==> config.mk <==
export PLATFORM = sky130hd
export DESIGN_NAME = keypad_scan
export DESIGN_NICKNAME = d
export VERILOG_FILES = /design/src/rtl/keypad_scan.sv
export SDC_FILE = /design/constraint.sdc
export NUM_CORES = 1
export LEC_CHECK = 0
export ABC_AREA = 1
export CORE_MARGIN = 2
export CORE_UTILIZATION = 25
export DETAILED_ROUTE_END_ITERATION = 10
export GPL_TIMING_DRIVEN = 0
export RECOVER_POWER = 100
export SLEW_MARGIN = 20
export SYNTH_ARGS = -nofsm -noshare
export SYNTH_HDL_FRONTEND = slang
export SYNTH_SLANG_ARGS = --single-unit
==> constraint.sdc <==
create_clock -name clk -period 2.1 [get_ports clk]
set_clock_uncertainty 0.2 [all_clocks]
set_input_delay 0.21 -clock clk [delete_from_list [all_inputs] [get_ports clk]]
set_output_delay 0.21 -clock clk [all_outputs]
set_load 0.01 [all_outputs]
==> src/rtl/keypad_scan.sv <==
// keypad_scan: 4x4 matrix keypad scanner. Drives one row at a time, watches
// the synchronized columns, debounces a single pressed key and then waits for
// a debounced release before scanning again. One key_valid pulse per press.
module keypad_scan #(
    parameter int SCAN_DIV        = 1000,   // cycles each row stays driven (>= 4)
    parameter int DEBOUNCE_CYCLES = 20000   // stable cycles for press/release (>= 2)
) (
    input  logic       clk,
    input  logic       rst,
    input  logic [3:0] col,
    output logic [3:0] fil,
    output logic [3:0] key_code,
    output logic       key_valid,
    output logic       key_held
);

    localparam int DIV_W = $clog2(SCAN_DIV + 1);
    localparam int DEB_W = $clog2(DEBOUNCE_CYCLES + 1);

    localparam logic [1:0] ST_SCAN     = 2'd0;
    localparam logic [1:0] ST_DEBOUNCE = 2'd1;
    localparam logic [1:0] ST_HELD     = 2'd2;

    // Last cycle of a row's dwell, and first cycle the synchronizer has
    // caught up with the newly driven row.
    localparam logic [DIV_W-1:0] DIV_LAST = DIV_W'(SCAN_DIV - 1);
    localparam logic [DIV_W-1:0] SETTLE   = DIV_W'(2);

    // Entering DEBOUNCE already counts the first stable cycle, so a press is
    // accepted one cycle after the count reaches DEBOUNCE_CYCLES. The release
    // count starts from zero in HELD and finishes on the cycle it would reach
    // DEBOUNCE_CYCLES.
    localparam logic [DEB_W-1:0] DEB_ONE  = DEB_W'(1);
    localparam logic [DEB_W-1:0] DEB_DONE = DEB_W'(DEBOUNCE_CYCLES);
    localparam logic [DEB_W-1:0] REL_DONE = DEB_W'(DEBOUNCE_CYCLES - 1);

    logic [3:0]       col_meta;
    logic [3:0]       col_s;
    logic [3:0]       col_lat;
    logic [1:0]       state;
    logic [1:0]       row;
    logic [DIV_W-1:0] div_cnt;
    logic [DEB_W-1:0] deb_cnt;
    logic             col_onehot;
    logic             sample_ok;
    logic [1:0]       col_idx;
    logic [3:0]       dec_code;

    // Two-flop synchronizer for the asynchronous keypad columns.
    always_ff @(posedge clk or posedge rst) begin
        // NOTE: registers are written with <= so every flop samples the
        // pre-edge value; blocking here would collapse the two stages into one.
        if (rst) begin
            col_meta <= 4'b0000;
            col_s    <= 4'b0000;
        end else begin
            col_meta <= col;
            col_s    <= col_meta;
        end
    end

    assign col_onehot = (col_s != 4'b0000) && ((col_s & (col_s - 4'd1)) == 4'b0000);
    assign sample_ok  = (div_cnt >= SETTLE);
    assign fil        = 4'b0001 << row;

    // Latched column to key-map column index; col[3] is the leftmost column.
    always_comb begin
        // NOTE: the default assignment up front keeps this purely
        // combinational; a path that skipped the assignment would infer a latch.
        col_idx = 2'd0;
        case (col_lat)
            4'b0100: col_idx = 2'd1;
            4'b0010: col_idx = 2'd2;
            4'b0001: col_idx = 2'd3;
            default: col_idx = 2'd0;
        endcase
    end

    // Key map: row-major, leftmost column first; '*' = E, '#' = F.
    always_comb begin
        dec_code = 4'h0;
        case ({row, col_idx})
            4'h0: dec_code = 4'h1;
            4'h1: dec_code = 4'h2;
            4'h2: dec_code = 4'h3;
            4'h3: dec_code = 4'hA;
            4'h4: dec_code = 4'h4;
            4'h5: dec_code = 4'h5;
            4'h6: dec_code = 4'h6;
            4'h7: dec_code = 4'hB;
            4'h8: dec_code = 4'h7;
            4'h9: dec_code = 4'h8;
            4'hA: dec_code = 4'h9;
            4'hB: dec_code = 4'hC;
            4'hC: dec_code = 4'hE;
            4'hD: dec_code = 4'h0;
            4'hE: dec_code = 4'hF;
            4'hF: dec_code = 4'hD;
            default: dec_code = 4'h0;
        endcase
    end

    // Scan / debounce / held state machine with its counters and outputs.
    always_ff @(posedge clk or posedge rst) begin
        if (rst) begin
            state     <= ST_SCAN;
            row       <= 2'd0;
            div_cnt   <= '0;
            deb_cnt   <= '0;
            col_lat   <= 4'b0000;
            key_code  <= 4'h0;
            key_valid <= 1'b0;
            key_held  <= 1'b0;
        end else begin
            key_valid <= 1'b0;
            case (state)
                ST_SCAN: begin
                    if (sample_ok && col_onehot) begin
                        // Freeze the row and start counting stable cycles.
                        col_lat <= col_s;
                        deb_cnt <= DEB_ONE;
                        div_cnt <= '0;
                        state   <= ST_DEBOUNCE;
                    end else if (div_cnt >= DIV_LAST) begin
                        row     <= row + 2'd1;
                        div_cnt <= '0;
                    end else begin
                        div_cnt <= div_cnt + DIV_W'(1);
                    end
                end
                ST_DEBOUNCE: begin
                    if (col_s != col_lat) begin
                        // Bounce or a second key: resume scanning this row
                        // with a fresh dwell, including its settle window.
                        deb_cnt <= '0;
                        state   <= ST_SCAN;
                    end else if (deb_cnt >= DEB_DONE) begin
                        key_code  <= dec_code;
                        key_valid <= 1'b1;
                        key_held  <= 1'b1;
                        deb_cnt   <= '0;
                        state     <= ST_HELD;
                    end else begin
                        deb_cnt <= deb_cnt + DEB_W'(1);
                    end
                end
                ST_HELD: begin
                    if (col_s != 4'b0000) begin
                        deb_cnt <= '0;
                    end else if (deb_cnt >= REL_DONE) begin
                        key_held <= 1'b0;
                        deb_cnt  <= '0;
                        row      <= row + 2'd1;
                        div_cnt  <= '0;
                        state    <= ST_SCAN;
                    end else begin
                        deb_cnt <= deb_cnt + DEB_W'(1);
                    end
                end
                default: begin
                    deb_cnt <= '0;
                    div_cnt <= '0;
                    state   <= ST_SCAN;
                end
            endcase
        end
    end

endmodule

Word level (Yosys, flattened, before mapping)
Memories as Yosys holds them, arrays and structs flattened. A register that Yosys moved wholly into a read port is not among the register bits.
Cells that the tools add are included.
W data, S select, Z words.
- muxes and demuxes: 31
- equal/unequal tests: 14
- reductions and logical operators: 13
- bitwise gates (word level): 3
- shift operators: 1
- magnitude comparators: 4
- add/sub/neg operators: 4
- operator list (kind ; number):
    $mux W15 ; 5
    $pmux W15 S3 ; 1
    $mux W10 ; 4
    $ge A15 B15 Y1 const B ; 2
    $pmux W10 S3 ; 1
    $mux W2 ; 9
    $add A15 B1 Y15 const B ; 1
    $ne A2 B2 Y1 const B ; 7
    $pmux W2 S3 ; 2
    $add A10 B1 Y10 const B ; 1
    $ge A10 B10 Y1 const B ; 1
    $ge A10 B2 Y1 const B ; 1
    $reduce_and A5 Y1 ; 2
    $mux W1 ; 7
    $reduce_and A3 Y1 ; 2
    $and A4 B4 Y4 ; 1
    $eq A4 B1 Y1 const B ; 1
    $eq A4 B2 Y1 const B ; 1
    $eq A4 B3 Y1 const B ; 1
    $logic_not A4 Y1 ; 1
    $ne A4 B4 Y1 ; 1
    $pmux W2 S2 ; 1
    $reduce_and A4 Y1 ; 1
    $reduce_bool A2 Y1 ; 2
    12 further kinds ; 14
- word-level logic and storage cells: 80
- memories: 1
- input bits: 6
- register bits after elaboration: 43
- output and inout port bits: 10
- bits in read-only memories: 64
- memory list (name ; words ; bits a word ; read ports ; clocked after Yosys merged registers in ; wr ports ; line ; RTL):
    (no name shown) ; 16 ; 4 ; 1 ; 1 ; 0 ; 82 ; case ({row, col_idx})

Longest topological paths before layout
- word-level depth: 7
- gate-level depth with buffers: 12
- mapped depth without buffers: 11

Worst setup path before layout
No wires, ideal clock.
- path kind: register -> register
- start point: register col_lat[1]
- end point: register key_code[1]
- library setup time: 0.117 ns
- required time: 1.783 ns
- arrival: 1.486 ns
- path slack: 0.297 ns
- clock period less this slack: 1.803 ns
- cell stages (with the launch flop): 12
- buffers on the path: 0
- cells stage by stage: dfrtp_1 nor2_1 o21ai_0 a21oi_1 inv_1 ha_1 nor2_1 nor2_1 o21ai_0 nand2_1 nor2_1 nor2_1
- word-level cells in the longest chain between the ends: 3
- elaborated cells on any way between the ends: 7
- classes of those cells: eq/ne (4); mux (1); bitwise (1); reduce/logical (1)
- RTL lines (what ; line ; RTL):
    start, declared ; 39 ; logic [3:0] col_lat;
    start signal, assigned ; 120 ; col_lat <= col_s;
    $ne A4 B4 Y1 ; 132 ; if (col_s != col_lat) begin
    $not A1 Y1 (no line) ; -- ;
    $reduce_and A3 Y1 (no line) ; -- ;
    end, declared ; 12 ; output logic [3:0] key_code,
Parallel ways exist; a longest one is shown, timed or not.
A chain may end at the register's enable or synchronous reset.

Worst setup path after layout
- start point: register row[1]
- end point: output port fil[1]
- word-level cells in the longest chain between the ends: 1
- RTL lines (what ; line ; RTL):
    start, declared ; 41 ; logic [1:0] row;
    start signal, assigned ; 125 ; row <= row + 2'd1;
    start signal, assigned ; 153 ; row <= row + 2'd1;
    $shl A1 B2 Y4 ; 64 ; assign fil = 4'b0001 << row;
    end, declared ; 11 ; output logic [3:0] fil,
No other way between the ends.

==> impl_metrics.toml <==
[worst_setup_path]
required_ns = 1.69
critPathMaxFanout = 8
path_cells = "inv_1 > ha_1 > clkdlybuf4s50_1"
cpMaxStageDelayCell = "clkdlybuf4s50_1"
start_kind = "flip-flop"
critPathCaptureType = "output port"
slowest_delay_ns = 0.53
arrival_ns = 1.62
crit_type = "reg -> out"

[clocking]
h-tree-depth = 2
clock-sinks = 47
root_buffer = "clkbuf_16"
cts_tree = "yes"
cts_inserted_buffers = 5
clk_pin_slew_ns = 0.07
clock_path_buffers = 2
clk_latency_ns = 0.29

[synth]
synth_area_leaders = "dfrtp_1, nand2_1, nand3_1"
ys_seq_area_frac = 0.384
syn-instance-count = 419
yosysTopAreaCell = "dfrtp_1"
yosys_warnings = 0
synth_seq_cells = 47
syn-cell-area_mm2 = 0.00306
ys_types = 32
syn_nets = 438
synth_top_area_frac = 0.384
syn_area_per_cell_um2 = 7.31

[floorplanning]
core-area_mm2 = 0.0120
dieArea_mm2 = 0.0132
fp.dieW_um = 115
start_util = 0.255
die_h_um = 115
pin_count = 16
num_rows = 40

[hold_path]
hp-class = "reg -> reg"

[global_routing]
antenna_found_initial = 0
grt_max_degree = 34
grt_pass1_wl_um = 12600
grt_overflow = 0
grt_pass1_vias = 2674
gr-usage-all-layers = 0.117

[detailed_routing]
wl_per_cell_um = 12.1
viasPerCell = 4.67
drc = 0
wl_met1_um = 3470
top_layer_used = "met4"
wl_um = 7160
vias = 2762
dr_wl_met3_um = 299
dr.pass1.iters = 5
antenna_left = 0
met2WireLength_um = 3320
drtIter0Drc = 142

[timing]
period_needed_ns = 2.03
finalCritPeriodShare = 0.967
hold_viol_final = 0
final-setup-viol-count = 0
grt_setup_unrepaired = "false"
tightest_slew_ns = 0.571
drv_slew = 0
fmax_mhz = 492
relSlewSlack = 0.619

[pwr]
p_clk_frac = 0.323
leakage_nw = 1.82
internal_power_w = 0.00190
ir_worst_vdd_mv = 0.467
switching_share = 0.345
p_seq_frac = 0.398
power.switching_w = 0.00100
p_comb_frac = 0.279
power_density_mw_per_mm2 = 807

[finish]
final_common_cell = "nand2_1"
fillers = 1281
instances_no_fill = 592
syn_to_final_growth_pct = 17.5
final_core_util = 0.300
multi_input_area_mm2 = 0.00165
num-nets-final = 463
antenna_cells = 0
layout-drive-gt1-share = 0.0899
regArea_mm2 = 0.00118
layout_common_cells = "nand2_1, nand3_1, nor2_1, dfrtp_1, inv_1"

[outcome]
outcome = "finished clean"

[placement]
dp_cells = 582
hpwlAfterDp_um = 5200
place.gp.congestion = 0.860
port_buffers = 15

[job]
drv_cap = 0
worst max-delay path: cells and delay by family (launching register included):
| kind | cells | cell delay, ns |
|---|---|---|
| adder cells (fa/ha/maj) | 1 | 0.16 |
| flip-flops | 1 | 0.47 |
| buffers and inverters | 2 | 0.69 |
metal layers:
metal,vias to the layer above,GRT usage
li1,1413,-
met1,1294,0.161
met2,49,0.184
met3,6,0.0249
met4,0,0.0394
met5,-,0
power by group through the flow:
stage                     combinational (W)  clock, W  sequential [W]
after global routing               0.000951   0.00100         0.00118
after global placement             0.000761         0         0.00117
after floorplan                    0.000585         0         0.00113
after CTS                          0.000801  0.000958         0.00115
final                              0.000810  0.000938         0.00116
after detailed placement           0.000798         0         0.00117
final cells by class:
type,instances,area share
clock inverter,3,0.0129
tap,147,0.0511
buffer,9,0.0129
clock buffer,5,0.0348
multi-input combinational,315,0.460
inverter,48,0.0521
sequential,47,0.327
timing repair buffer,18,0.0497
cells in the mapped netlist, drive strengths merged:
library cell / n
a21boi: 1
a21oi: 3
a22oi: 1
a31oi: 1
buf: 5
clkbuf: 4
dfrtp: 47
ha: 13
inv: 48
nand2: 109
nand3: 62
nand3b: 1
nand4: 27
nor2: 59
nor3: 3
o21ai: 19
o21bai: 1
o22ai: 1
or2: 1
xnor2: 3
xor2: 10
worst paths after layout:
path	slack, ns	cells after the start	endpoint	start
worst max-delay path	0.07	3	fil[1]	row[1]
worst min-delay path	0.15	0	col_s[0]	col_meta[0]
worst max register to register	0.17	11	key_code[1]	col_lat[0]
worst min register to register	0.15	0	col_s[0]	col_meta[0]
max in group asynchronous	0.26	4	div_cnt[1]	rst
min in group asynchronous	0.74	3	col_meta[3]	rst
metrics by stage:
stage / power, W / hold WS, ns / cell area, um2 / setup TNS (ns) / setup WS, ns
finish: 0.00290 / 0.153 / 3600 / 0 / 0.0693
global route: 0.00313 / 0.162 / 3600 / 0 / 0.00211
CTS: 0.00291 / 0.151 / 3600 / 0 / 0.00716
detailed placement: 0.00197 / 0.137 / 3420 / 0 / 0.0600
global placement: 0.00193 / 0.135 / 3400 / -18.74 / -0.403
floorplan: 0.00172 / 0.0414 / 3060 / 0 / 0.297
sequential cells by signal (all words and copies together) (netlist names):
signal and count:
row 2, col_lat 4, deb_cnt 15, key_held 1, col_meta 4, col_s 4, key_code 4, state 2
key_valid 1, div_cnt 10
cells by family (layout without fill, tap and decap cells):
kind of cell,after synthesis,after routing,synth area share
and+or+nand+nor,262,262,0.400
buffers and inverters,57,83,0.0751
DFF,47,47,0.384
AOI/OAI and AO/OA,27,27,0.0510
adders and majority gates,13,13,0.0531
xor gates and xnor gates,13,13,0.0372
timing repair:
| item | in CTS | in global routing |
|---|---|---|
| gates resized for setup | 0 | 7 |
| endpoints found under the setup margin | 0 | 17 |
| hold buffers | 1 | 0 |
| hold endpoints to repair | 14 | 0 |
| setup buffers | 0 | 1 |
No activity file was read; power rests on OpenSTA's default activity.
